File: config.mk
export PLATFORM = sky130hd
export DESIGN_NAME = conv_core_mc
export DESIGN_NICKNAME = d
export VERILOG_FILES = /design/src/rtl/conv_core_mc.sv
export SDC_FILE = /design/constraint.sdc
export NUM_CORES = 2
export LEC_CHECK = 0
export ABC_AREA = 0
export CORE_ASPECT_RATIO = 1.5
export CORE_MARGIN = 3
export CORE_UTILIZATION = 60
export DETAILED_ROUTE_END_ITERATION = 6
export PLACE_DENSITY_LB_ADDON = 0.2
export SETUP_SLACK_MARGIN = 0.4
export SYNTH_ARGS = -nofsm -noshare
export SYNTH_HDL_FRONTEND = slang
export SYNTH_SLANG_ARGS = --single-unit
File: constraint.sdc
create_clock -name clk -period 20.9 [get_ports clk]
set_input_delay 4.18 -clock clk [delete_from_list [all_inputs] [get_ports clk]]
set_output_delay 4.18 -clock clk [all_outputs]
set_load 0.005 [all_outputs]
File: src/rtl/conv_core_mc.sv
// conv_core_mc
// Multi-channel FIR filter core. CHANNELS independent sample streams share one
// set of TAPS signed coefficients. Each accepted input frame pushes one sample
// per channel into that channel's delay line. The core then runs TAPS
// multiply-accumulate cycles, with all channels in parallel. It presents one
// output frame and holds it until the downstream side accepts it.
//
// Ports
//   clk, rstn            clock (rising edge), synchronous active-low reset
//   s_valid/s_ready      input frame handshake
//   s_data               offset-binary samples, channel c at [c*DATA_BITWIDTH +: DATA_BITWIDTH]
//   m_valid/m_ready      result frame handshake
//   m_data               offset-binary filter results
//   m_pp_data            input frame that produced m_data
//   p_sel/p_ce/p_we      register bus select, access phase, write
//   p_strb, p_addr       write byte enables, word address
//   p_wdata, p_rdata     write / read data
//   p_rdy                access completes this cycle
//
// Register map
//   0 .. TAPS-1          coefficient c[i], signed, sign-extended on read
//   0x100 CTRL           bit0 enable, bits[12:8] output shift
//   0x104 STATUS         bit0 busy (RO), bit 8+ch sticky saturation (W1C)
module conv_core_mc #(
   parameter int DATA_BITWIDTH = 16,
   parameter int COEF_BITWIDTH = 16,
   parameter int TAPS          = 16,
   parameter int CHANNELS      = 2
) (
   input  logic                              clk,
   input  logic                              rstn,
   input  logic                              s_valid,
   output logic                              s_ready,
   input  logic [DATA_BITWIDTH*CHANNELS-1:0] s_data,
   output logic                              m_valid,
   input  logic                              m_ready,
   output logic [DATA_BITWIDTH*CHANNELS-1:0] m_data,
   output logic [DATA_BITWIDTH*CHANNELS-1:0] m_pp_data,
   input  logic                              p_sel,
   input  logic                              p_ce,
   input  logic                              p_we,
   input  logic [3:0]                        p_strb,
   input  logic [31:0]                       p_addr,
   input  logic [31:0]                       p_wdata,
   output logic                              p_rdy,
   output logic [31:0]                       p_rdata
);

   localparam int TAP_W   = $clog2(TAPS);
   localparam int PROD_W  = DATA_BITWIDTH + COEF_BITWIDTH;
   localparam int ACC_W   = PROD_W + TAP_W;
   localparam int FRAME_W = DATA_BITWIDTH * CHANNELS;

   localparam logic [31:0] CTRL_ADDR   = 32'h0000_0100;
   localparam logic [31:0] STATUS_ADDR = 32'h0000_0104;

   localparam logic signed [ACC_W-1:0] SAT_MAX =
      {{(ACC_W-DATA_BITWIDTH+1){1'b0}}, {(DATA_BITWIDTH-1){1'b1}}};
   localparam logic signed [ACC_W-1:0] SAT_MIN =
      {{(ACC_W-DATA_BITWIDTH+1){1'b1}}, {(DATA_BITWIDTH-1){1'b0}}};

   typedef enum logic [1:0] {
      IDLE = 2'd0,
      MAC  = 2'd1,
      OUT  = 2'd2
   } state_t;

   // Shift, saturate and return to offset-binary.
   // The returned MSB flags that saturation occurred.
   function automatic logic [DATA_BITWIDTH:0] out_conv(
      input logic signed [ACC_W-1:0] acc,
      input logic [4:0]              sh
   );
      logic signed [ACC_W-1:0]         shd;
      logic signed [DATA_BITWIDTH-1:0] res;
      logic                            sat;
      shd = acc >>> sh;
      if (shd > SAT_MAX) begin
         res = {1'b0, {(DATA_BITWIDTH-1){1'b1}}};
         sat = 1'b1;
      end else if (shd < SAT_MIN) begin
         res = {1'b1, {(DATA_BITWIDTH-1){1'b0}}};
         sat = 1'b1;
      end else begin
         res = shd[DATA_BITWIDTH-1:0];
         sat = 1'b0;
      end
      return {sat, ~res[DATA_BITWIDTH-1], res[DATA_BITWIDTH-2:0]};
   endfunction

   state_t                          state_r, state_nxt_s;
   logic signed [COEF_BITWIDTH-1:0] coef_r [TAPS];
   logic signed [DATA_BITWIDTH-1:0] x_r    [CHANNELS][TAPS];
   logic signed [ACC_W-1:0]         acc_r  [CHANNELS];
   logic [TAP_W-1:0]                tap_r;
   logic                            enable_r;
   logic [4:0]                      shift_r;
   logic [CHANNELS-1:0]             sat_r;
   logic [FRAME_W-1:0]              pp_shadow_r;

   logic signed [PROD_W-1:0]        prod_s    [CHANNELS];
   logic signed [ACC_W-1:0]         acc_sum_s [CHANNELS];
   logic [DATA_BITWIDTH:0]          conv_s    [CHANNELS];
   logic [FRAME_W-1:0]              res_data_s;
   logic [CHANNELS-1:0]             sat_hit_s;
   logic [CHANNELS-1:0]             sat_clr_s;
   logic [CHANNELS-1:0]             sat_nxt_s;
   logic                            accept_s;
   logic                            last_tap_s;
   logic                            busy_s;
   logic                            stall_s;
   logic                            wr_en_s;
   logic [TAP_W-1:0]                coef_idx_s;
   logic                            coef_sel_s;
   logic                            ctrl_sel_s;
   logic                            status_sel_s;
   logic [31:0]                     byte_mask_s;
   logic [31:0]                     wdata_masked_s;
   logic [31:0]                     rd_word_s;
   logic [31:0]                     wr_merge_s;
   logic                            unused_bits_s;

   assign busy_s     = (state_r != IDLE);
   assign s_ready    = (state_r == IDLE) & enable_r;
   assign accept_s   = s_valid & s_ready;
   assign last_tap_s = (state_r == MAC) & (tap_r == TAP_W'(TAPS - 1));

   // Writes wait for IDLE so coefficients and CTRL never change mid-frame.
   assign stall_s    = p_we & busy_s;
   assign p_rdy      = p_sel & p_ce & ~stall_s;
   assign wr_en_s    = p_rdy & p_we;
   assign p_rdata    = p_rdy ? rd_word_s : 32'd0;
   assign coef_idx_s = p_addr[TAP_W-1:0];

   // Only the coefficient and CTRL fields of the merged word are stored.
   assign unused_bits_s = ^wr_merge_s;

   // Bus decode: current value of the addressed register and the byte-merged write word.
   always_comb begin
      byte_mask_s    = {{8{p_strb[3]}}, {8{p_strb[2]}}, {8{p_strb[1]}}, {8{p_strb[0]}}};
      wdata_masked_s = p_wdata & byte_mask_s;
      rd_word_s      = 32'd0;
      coef_sel_s     = 1'b0;
      ctrl_sel_s     = 1'b0;
      status_sel_s   = 1'b0;
      if (p_addr < 32'(TAPS)) begin
         coef_sel_s = 1'b1;
         rd_word_s  = {{(32-COEF_BITWIDTH){coef_r[coef_idx_s][COEF_BITWIDTH-1]}},
                       coef_r[coef_idx_s]};
      end else if (p_addr == CTRL_ADDR) begin
         ctrl_sel_s = 1'b1;
         rd_word_s  = {19'd0, shift_r, 7'd0, enable_r};
      end else if (p_addr == STATUS_ADDR) begin
         status_sel_s             = 1'b1;
         rd_word_s[0]             = busy_s;
         rd_word_s[8 +: CHANNELS] = sat_r;
      end else begin
         rd_word_s = 32'd0;
      end
      wr_merge_s = (rd_word_s & ~byte_mask_s) | wdata_masked_s;
   end

   // Per-channel MAC step and the output conversion of the running sum.
   always_comb begin
      res_data_s = {FRAME_W{1'b0}};
      sat_hit_s  = {CHANNELS{1'b0}};
      for (int c = 0; c < CHANNELS; c++) begin
         prod_s[c]    = coef_r[tap_r] * x_r[c][tap_r];
         acc_sum_s[c] = acc_r[c] + {{TAP_W{prod_s[c][PROD_W-1]}}, prod_s[c]};
         conv_s[c]    = out_conv(acc_sum_s[c], shift_r);
         res_data_s[c*DATA_BITWIDTH +: DATA_BITWIDTH] = conv_s[c][DATA_BITWIDTH-1:0];
         sat_hit_s[c] = conv_s[c][DATA_BITWIDTH];
      end
   end

   // Sticky saturation: a new saturation on the same edge as a clear wins.
   always_comb begin
      if (wr_en_s & status_sel_s) begin
         sat_clr_s = wdata_masked_s[8 +: CHANNELS];
      end else begin
         sat_clr_s = {CHANNELS{1'b0}};
      end
      if (last_tap_s) begin
         sat_nxt_s = (sat_r & ~sat_clr_s) | sat_hit_s;
      end else begin
         sat_nxt_s = sat_r & ~sat_clr_s;
      end
   end

   // FSM state register.
   always_ff @(posedge clk) begin
      if (!rstn) begin
         state_r <= IDLE;
      end else begin
         state_r <= state_nxt_s;
      end
   end

   // FSM next-state logic.
   always_comb begin
      state_nxt_s = state_r;
      case (state_r)
         IDLE: begin
            if (accept_s) begin
               state_nxt_s = MAC;
            end else begin
               state_nxt_s = IDLE;
            end
         end
         MAC: begin
            if (last_tap_s) begin
               state_nxt_s = OUT;
            end else begin
               state_nxt_s = MAC;
            end
         end
         OUT: begin
            if (m_ready) begin
               state_nxt_s = IDLE;
            end else begin
               state_nxt_s = OUT;
            end
         end
         default: state_nxt_s = IDLE;
      endcase
   end

   // Coefficient and CTRL registers, written through the bus with byte enables.
   always_ff @(posedge clk) begin
      if (!rstn) begin
         for (int i = 0; i < TAPS; i++) begin
            coef_r[i] <= {COEF_BITWIDTH{1'b0}};
         end
         enable_r <= 1'b0;
         shift_r  <= 5'd0;
      end else if (wr_en_s) begin
         if (coef_sel_s) begin
            coef_r[coef_idx_s] <= wr_merge_s[COEF_BITWIDTH-1:0];
         end else if (ctrl_sel_s) begin
            enable_r <= wr_merge_s[0];
            shift_r  <= wr_merge_s[12:8];
         end
      end
   end

   // Datapath: delay lines, accumulators, tap counter and the output frame.
   always_ff @(posedge clk) begin
      if (!rstn) begin
         for (int c = 0; c < CHANNELS; c++) begin
            acc_r[c] <= {ACC_W{1'b0}};
            for (int i = 0; i < TAPS; i++) begin
               x_r[c][i] <= {DATA_BITWIDTH{1'b0}};
            end
         end
         tap_r       <= {TAP_W{1'b0}};
         pp_shadow_r <= {FRAME_W{1'b0}};
         sat_r       <= {CHANNELS{1'b0}};
         m_valid     <= 1'b0;
         m_data      <= {FRAME_W{1'b0}};
         m_pp_data   <= {FRAME_W{1'b0}};
      end else begin
         sat_r <= sat_nxt_s;
         case (state_r)
            IDLE: begin
               if (accept_s) begin
                  for (int c = 0; c < CHANNELS; c++) begin
                     for (int i = TAPS - 1; i > 0; i--) begin
                        x_r[c][i] <= x_r[c][i-1];
                     end
                     // Offset-binary to two's complement: invert the MSB.
                     x_r[c][0] <= {~s_data[c*DATA_BITWIDTH + DATA_BITWIDTH - 1],
                                   s_data[c*DATA_BITWIDTH +: DATA_BITWIDTH - 1]};
                     acc_r[c]  <= {ACC_W{1'b0}};
                  end
                  tap_r       <= {TAP_W{1'b0}};
                  pp_shadow_r <= s_data;
               end
            end
            MAC: begin
               for (int c = 0; c < CHANNELS; c++) begin
                  acc_r[c] <= acc_sum_s[c];
               end
               tap_r <= tap_r + TAP_W'(1);
               // The final tap's sum goes straight to the output registers.
               if (last_tap_s) begin
                  m_valid   <= 1'b1;
                  m_data    <= res_data_s;
                  m_pp_data <= pp_shadow_r;
               end
            end
            OUT: begin
               if (m_ready) begin
                  m_valid <= 1'b0;
               end
            end
            default: m_valid <= 1'b0;
         endcase
      end
   end

endmodule

# == After elaboration in Yosys (flattened, before gate mapping) ==
# Memory sizes are Yosys's and may differ from the RTL's. A register that Yosys moved wholly into a read port is not among the register bits.
# Cells that the tools add are included.
# op_classes
addsub,3
mul,2
n_lt_le_gt_ge,6
n_eq_ne,8
shift,2
muxes,89
n_bitwise,59
n_reduce_logical,9
# op_table
op,count
$mux 16,41
$mux 36,4
$bmux 16 s4,2
$add 36x36->36,2
$gt 36x16->1 const B,2
$lt 36x16->1 const B,2
$sshr 36x5->36,2
$eq 32x9->1 const B,2
$mul 16x16->32,2
$mux 32,2
$or 1x1->1,36
$and 16x16->16,2
$lt 32x5->1 const B,1
$mux 1,27
$mux 4,4
$not 16->16,1
$or 16x16->16,1
$reduce_or 16->1,1
$mux 13,1
$mux 2,5
$and 1x1->1,8
$pmux 4 s2,1
$not 1->1,7
$ne 2x2->1 const B,3
15 further kinds,19
# totals
regBits,111
mem_bits_rw,840
wordCells,190
memories,3
# mem_list
memory,words,word_bits,read_ports,rd_ports_with_merged_regs,wr,line_no,text
x_r,2,256,2,0,2,93,logic signed [DATA_BITWIDTH-1:0] x_r [CHANNELS][TAPS];
coef_r,16,16,2,1,16,92,logic signed [COEF_BITWIDTH-1:0] coef_r [TAPS];
acc_r,2,36,2,0,2,94,logic signed [ACC_W-1:0] acc_r [CHANNELS];

# == Longest topological paths before layout ==
# logic_depth
depth_word,12
depth_mapped,52

# == Worst setup path after synthesis ==
# No wires, ideal clock.
# synth_path
path_type,input -> register
start,in s_valid
end,mem x_r[0][0] (netlist bit) (enable)
setup_time_ps,840
arrival_time_ps,14761
required_ps,20060
path_slack_ps,5299
cell_stages,7
n_path_buf,3
cell_sequence,nand2_1 or3_1 clkbuf_1 and2_1 clkbuf_1 clkbuf_1 inv_1
# synth_lines
element,line_no,text
from (decl),32,"input logic s_valid,"
to (decl),93,

# == Final worst setup path ==
# layout_path
start,reg tap_r[0]
end,reg m_data[19]
# layout_via
elab_chain_cells,10
elab_cells_between_ends,14
classes_between,add/sub (1); mul (1); order compare (2); eq/ne (1); shift (1); mux (5); bitwise (2); reduce/logical (1)
# layout_lines
element,line_no,text
from (decl),95,logic [TAP_W-1:0] tap_r;
from (signal assigned),255,tap_r <= {TAP_W{1'b0}};
from (signal assigned),275,tap_r <= {TAP_W{1'b0}};
from (signal assigned),283,tap_r <= tap_r + TAP_W'(1);
$not 4->5 (not written as such),168,prod_s[c] = coef_r[tap_r] * x_r[c][tap_r];
$bmux 16 s4,168,
$mux 16 (not written as such) (2 in series),168,
$mul 16x16->32,168,
$add 36x36->36,169,"acc_sum_s[c] = acc_r[c] + {{TAP_W{prod_s[c][PROD_W-1]}}, prod_s[c]};"
$sshr 36x5->36,77,shd = acc >>> sh;
$lt 36x16->1,81,end else if (shd < SAT_MIN) begin
$mux 16,81,
$mux 16,78,if (shd > SAT_MAX) begin
to (signal assigned),259,m_data <= {FRAME_W{1'b0}};
to (signal assigned),287,m_data <= res_data_s;
to (decl),37,"output logic [DATA_BITWIDTH*CHANNELS-1:0] m_data,"
# Several ways; a longest one is shown, not always the timed one. The select of a mux whose other input is x is not followed.
# A chain may end at the register's enable or synchronous reset.

==> reports/metrics.csv <==
metric,value,unit
clock.fmax,68.2,MHz
clk_path_buf_depth,3,
track_usage,32.7,%
drt-initial-drc-count,4745,
cts_tree,done,
crit_required,21.53,ns
gr-total-overflow,0,
cpPeakStageDelay,0.87,ns
core,118000,µm²
r2r_slack,6.23,ns
portBuffers,187,
synth_fp_nets,7389,
first_pass_iters,7,
hold_viol_final,0,
post_cts_buffers,0,
yosys_most_used_dff,edfxtp_1,
crit_top_cell,fa_1,
die-width,288,µm
vias,51100,
worstSkewPairLatency,0.73,ns
hp-class,reg -> reg,
netlist_instances,6519,
nNetsFinal,7365,
grt_pass1_vias,53400,
antenna_found_initial,4,
wl_per_cell,24.5,µm
hp-start,pp_shadow_r[0],
drv_cap,0,
setup_viol,0,
numClockSinks,955,
area_growth,8.73,%
rsz0062_at_grt,no,
maxSlewHeadroom,12.3,%
crit_arrival,15.30,ns
syn_area,71500,µm²
gp_congestion,1.01,
drc,15,
skew,0.0384,ns
nFillCells,9067,
ff2ff_path_depth,40,
worstPathMaxFanout,45,
end_kind,flop,
use_met3,5.44,%
async_flop_share,0,%
fp.dieH,429,µm
met2_usage,53.8,%
min_path_cells,1,
start_util,60.6,%
hold_buffers,0,
core.rowCount,154,
final_cell_mix,"824 x edfxtp_1, 783 x nor2_1, 652 x inv_1",
crit_slowest_cell,a31oi_1,
status,"finished, violations left",
violations,DRC,
worst_slew_pin_slew,1.32,ns
pin_count,206,
synth-edff-count,824,
layout_commonest_cell,edfxtp_1,
final_antenna_net_count,0,
hold_end,pp_shadow_r[0],
fin_tns_setup,0,ns
viasPerCell,6.28,
cts_root_buf,clkbuf_16,
worstSetupStartpointType,flop,
path_clk_slew,0.07,ns
seq_area_frac_synth,38.3,%
ctsResizeCount,0,
grt_pass1_wl,308000,µm
syn_avg_cell_area,11.0,µm²
grtUsageMet1,39.3,%
post-route-period-util,70.2,%
numCtsBuffers,93,
r2r_start,tap_r[0],
worstReg2RegEnd,m_data[19],
final_max_slew_viol_count,0,
place_hpwl,140000,µm
ys_ff_latch,955,
synth_cell_types,113,
layout-drive-gt1-share,10.6,%
yosysWarnings,0,
wirelength,200000,µm
critical_path_class,reg -> reg,
htreeDepth,3,
min_period,14.67,ns
die-area,123000,µm²
busiest_layer,met2,
grt_max_degree,203,
-- metrics by stage --
stage	worst slack [ns]	hold WS [ns]	instances	cell area [µm²]	util, %
final	6.23	0.453	8139	77700	65.9
after global routing	5.47	0.472	8133	77700	65.9
after CTS	6.53	0.453	8132	77700	65.9
after floorplan	5.30	0.426	6519	71500	-
after global placement	6.58	0.433	7959	74600	63.3
after detailed placement	6.53	0.439	7959	74600	63.3
-- cells in the mapped netlist (9+ instances only) --
| master | count | area share, % |
|---|---|---|
| inv_1 | 655 | 3.4 |
| o21a_1 | 51 | 0.54 |
| nor3_1 | 61 | 0.43 |
| xnor2_1 | 93 | 1.1 |
| and4_1 | 14 | 0.17 |
| dfxtp_1 | 131 | 3.7 |
| o21ai_0 | 140 | 0.98 |
| or3_1 | 17 | 0.15 |
| a211oi_1 | 47 | 0.49 |
| a31o_2 | 13 | 0.16 |
| and2_1 | 565 | 4.9 |
| nor2b_1 | 33 | 0.29 |
| a21o_1 | 77 | 0.81 |
| mux2i_1 | 101 | 1.4 |
| mux4_2 | 313 | 9.9 |
| a22oi_1 | 9 | 0.094 |
| buf_2 | 16 | 0.11 |
| buf_4 | 16 | 0.17 |
| or2_2 | 15 | 0.13 |
| nand2_1 | 565 | 3.0 |
| a221oi_1 | 10 | 0.12 |
| ha_1 | 237 | 4.1 |
| a21boi_0 | 64 | 0.67 |
| fa_1 | 526 | 15 |
| nand2b_1 | 41 | 0.36 |
| xor2_1 | 33 | 0.40 |
| buf_1 | 52 | 0.27 |
| edfxtp_1 | 824 | 35 |
| clkbuf_1 | 321 | 1.7 |
| a31oi_1 | 23 | 0.20 |
| mux2_2 | 45 | 0.71 |
| a21oi_1 | 219 | 1.5 |
| o211ai_1 | 21 | 0.22 |
| nand4_1 | 20 | 0.17 |
| a211o_1 | 13 | 0.16 |
| nor2_1 | 784 | 4.1 |
| a22o_1 | 12 | 0.15 |
| o21ai_1 | 31 | 0.22 |
| a221o_1 | 13 | 0.18 |
| o221ai_1 | 11 | 0.13 |
| nand3_1 | 55 | 0.38 |
| o21bai_1 | 25 | 0.26 |
| and3_1 | 21 | 0.18 |
| nor4_1 | 17 | 0.15 |
| o22ai_1 | 14 | 0.12 |
-- routing by layer --
layer	part of all wire (%)	up-vias	wire length (µm)
li1	-	22400	-
met1	36	25400	71100
met2	48	2453	96000
met3	8.0	814	15900
met4	8.3	0	16600
met5	0	-	0
-- critical path: cells and delay by family, from the launching register on --
family                   cells  cell delay, ns
AND/OR/NAND/NOR              6            1.63
AO/OA/AOI/OAI               18            5.10
multiplexers                 2            0.91
flip-flops                   1            0.63
XOR/XNOR                     1            0.19
adder cells (fa/ha/maj)      8            3.74
buffers and inverters        5            2.33
-- how the worst max path moves through the flow --
stage	start	end	slack [ns]	cells after the start
final	tap_r[0]	m_data[19]	6.23	40
after global routing	tap_r[0]	m_data[31]	5.47	40
after CTS	tap_r[0]	m_data[20]	6.53	40
after detailed placement	tap_r[0]	m_data[31]	6.53	40
after global placement	tap_r[0]	m_data[31]	6.58	40
after floorplan	s_valid	x_r[0][0]	5.30	7
-- kinds of logic after synthesis --
logic type                 synth area share, %
buffers and inverters                     5.73
DFF                                       38.3
adders and majority gates                 18.9
muxes                                     12.0
AOI/OAI and AO/OA                         8.53
and+or+nand+nor                           14.9
xor gates and xnor gates                  1.67
-- sequential cells by signal, indices dropped and copies added, names as in the netlist, named ones only --
register	flops
enable_r	1
coef_r	256
shift_r	5
x_r	512
pp_shadow_r	32
m_pp_data	32
m_data	32
tap_r	4
sat_r	2
m_valid	1
acc_r	72
state_r	2
-- final cells by class --
type                       instances  area (µm²)  share of cell area, %
antenna                            6        15.0                 0.0193
clock buffer                     139        2700                   3.47
clock inverter                    34         418                  0.538
inverter                         660        2480                   3.20
multi-input combinational       4497       40100                   51.6
sequential                       955       27400                   35.2
tap                             1560        1950                   2.51
timing repair buffer             288        2650                   3.40
Power is not shown: default switching activity piles up to over one toggle a cycle in this logic, so the estimate is an artifact.
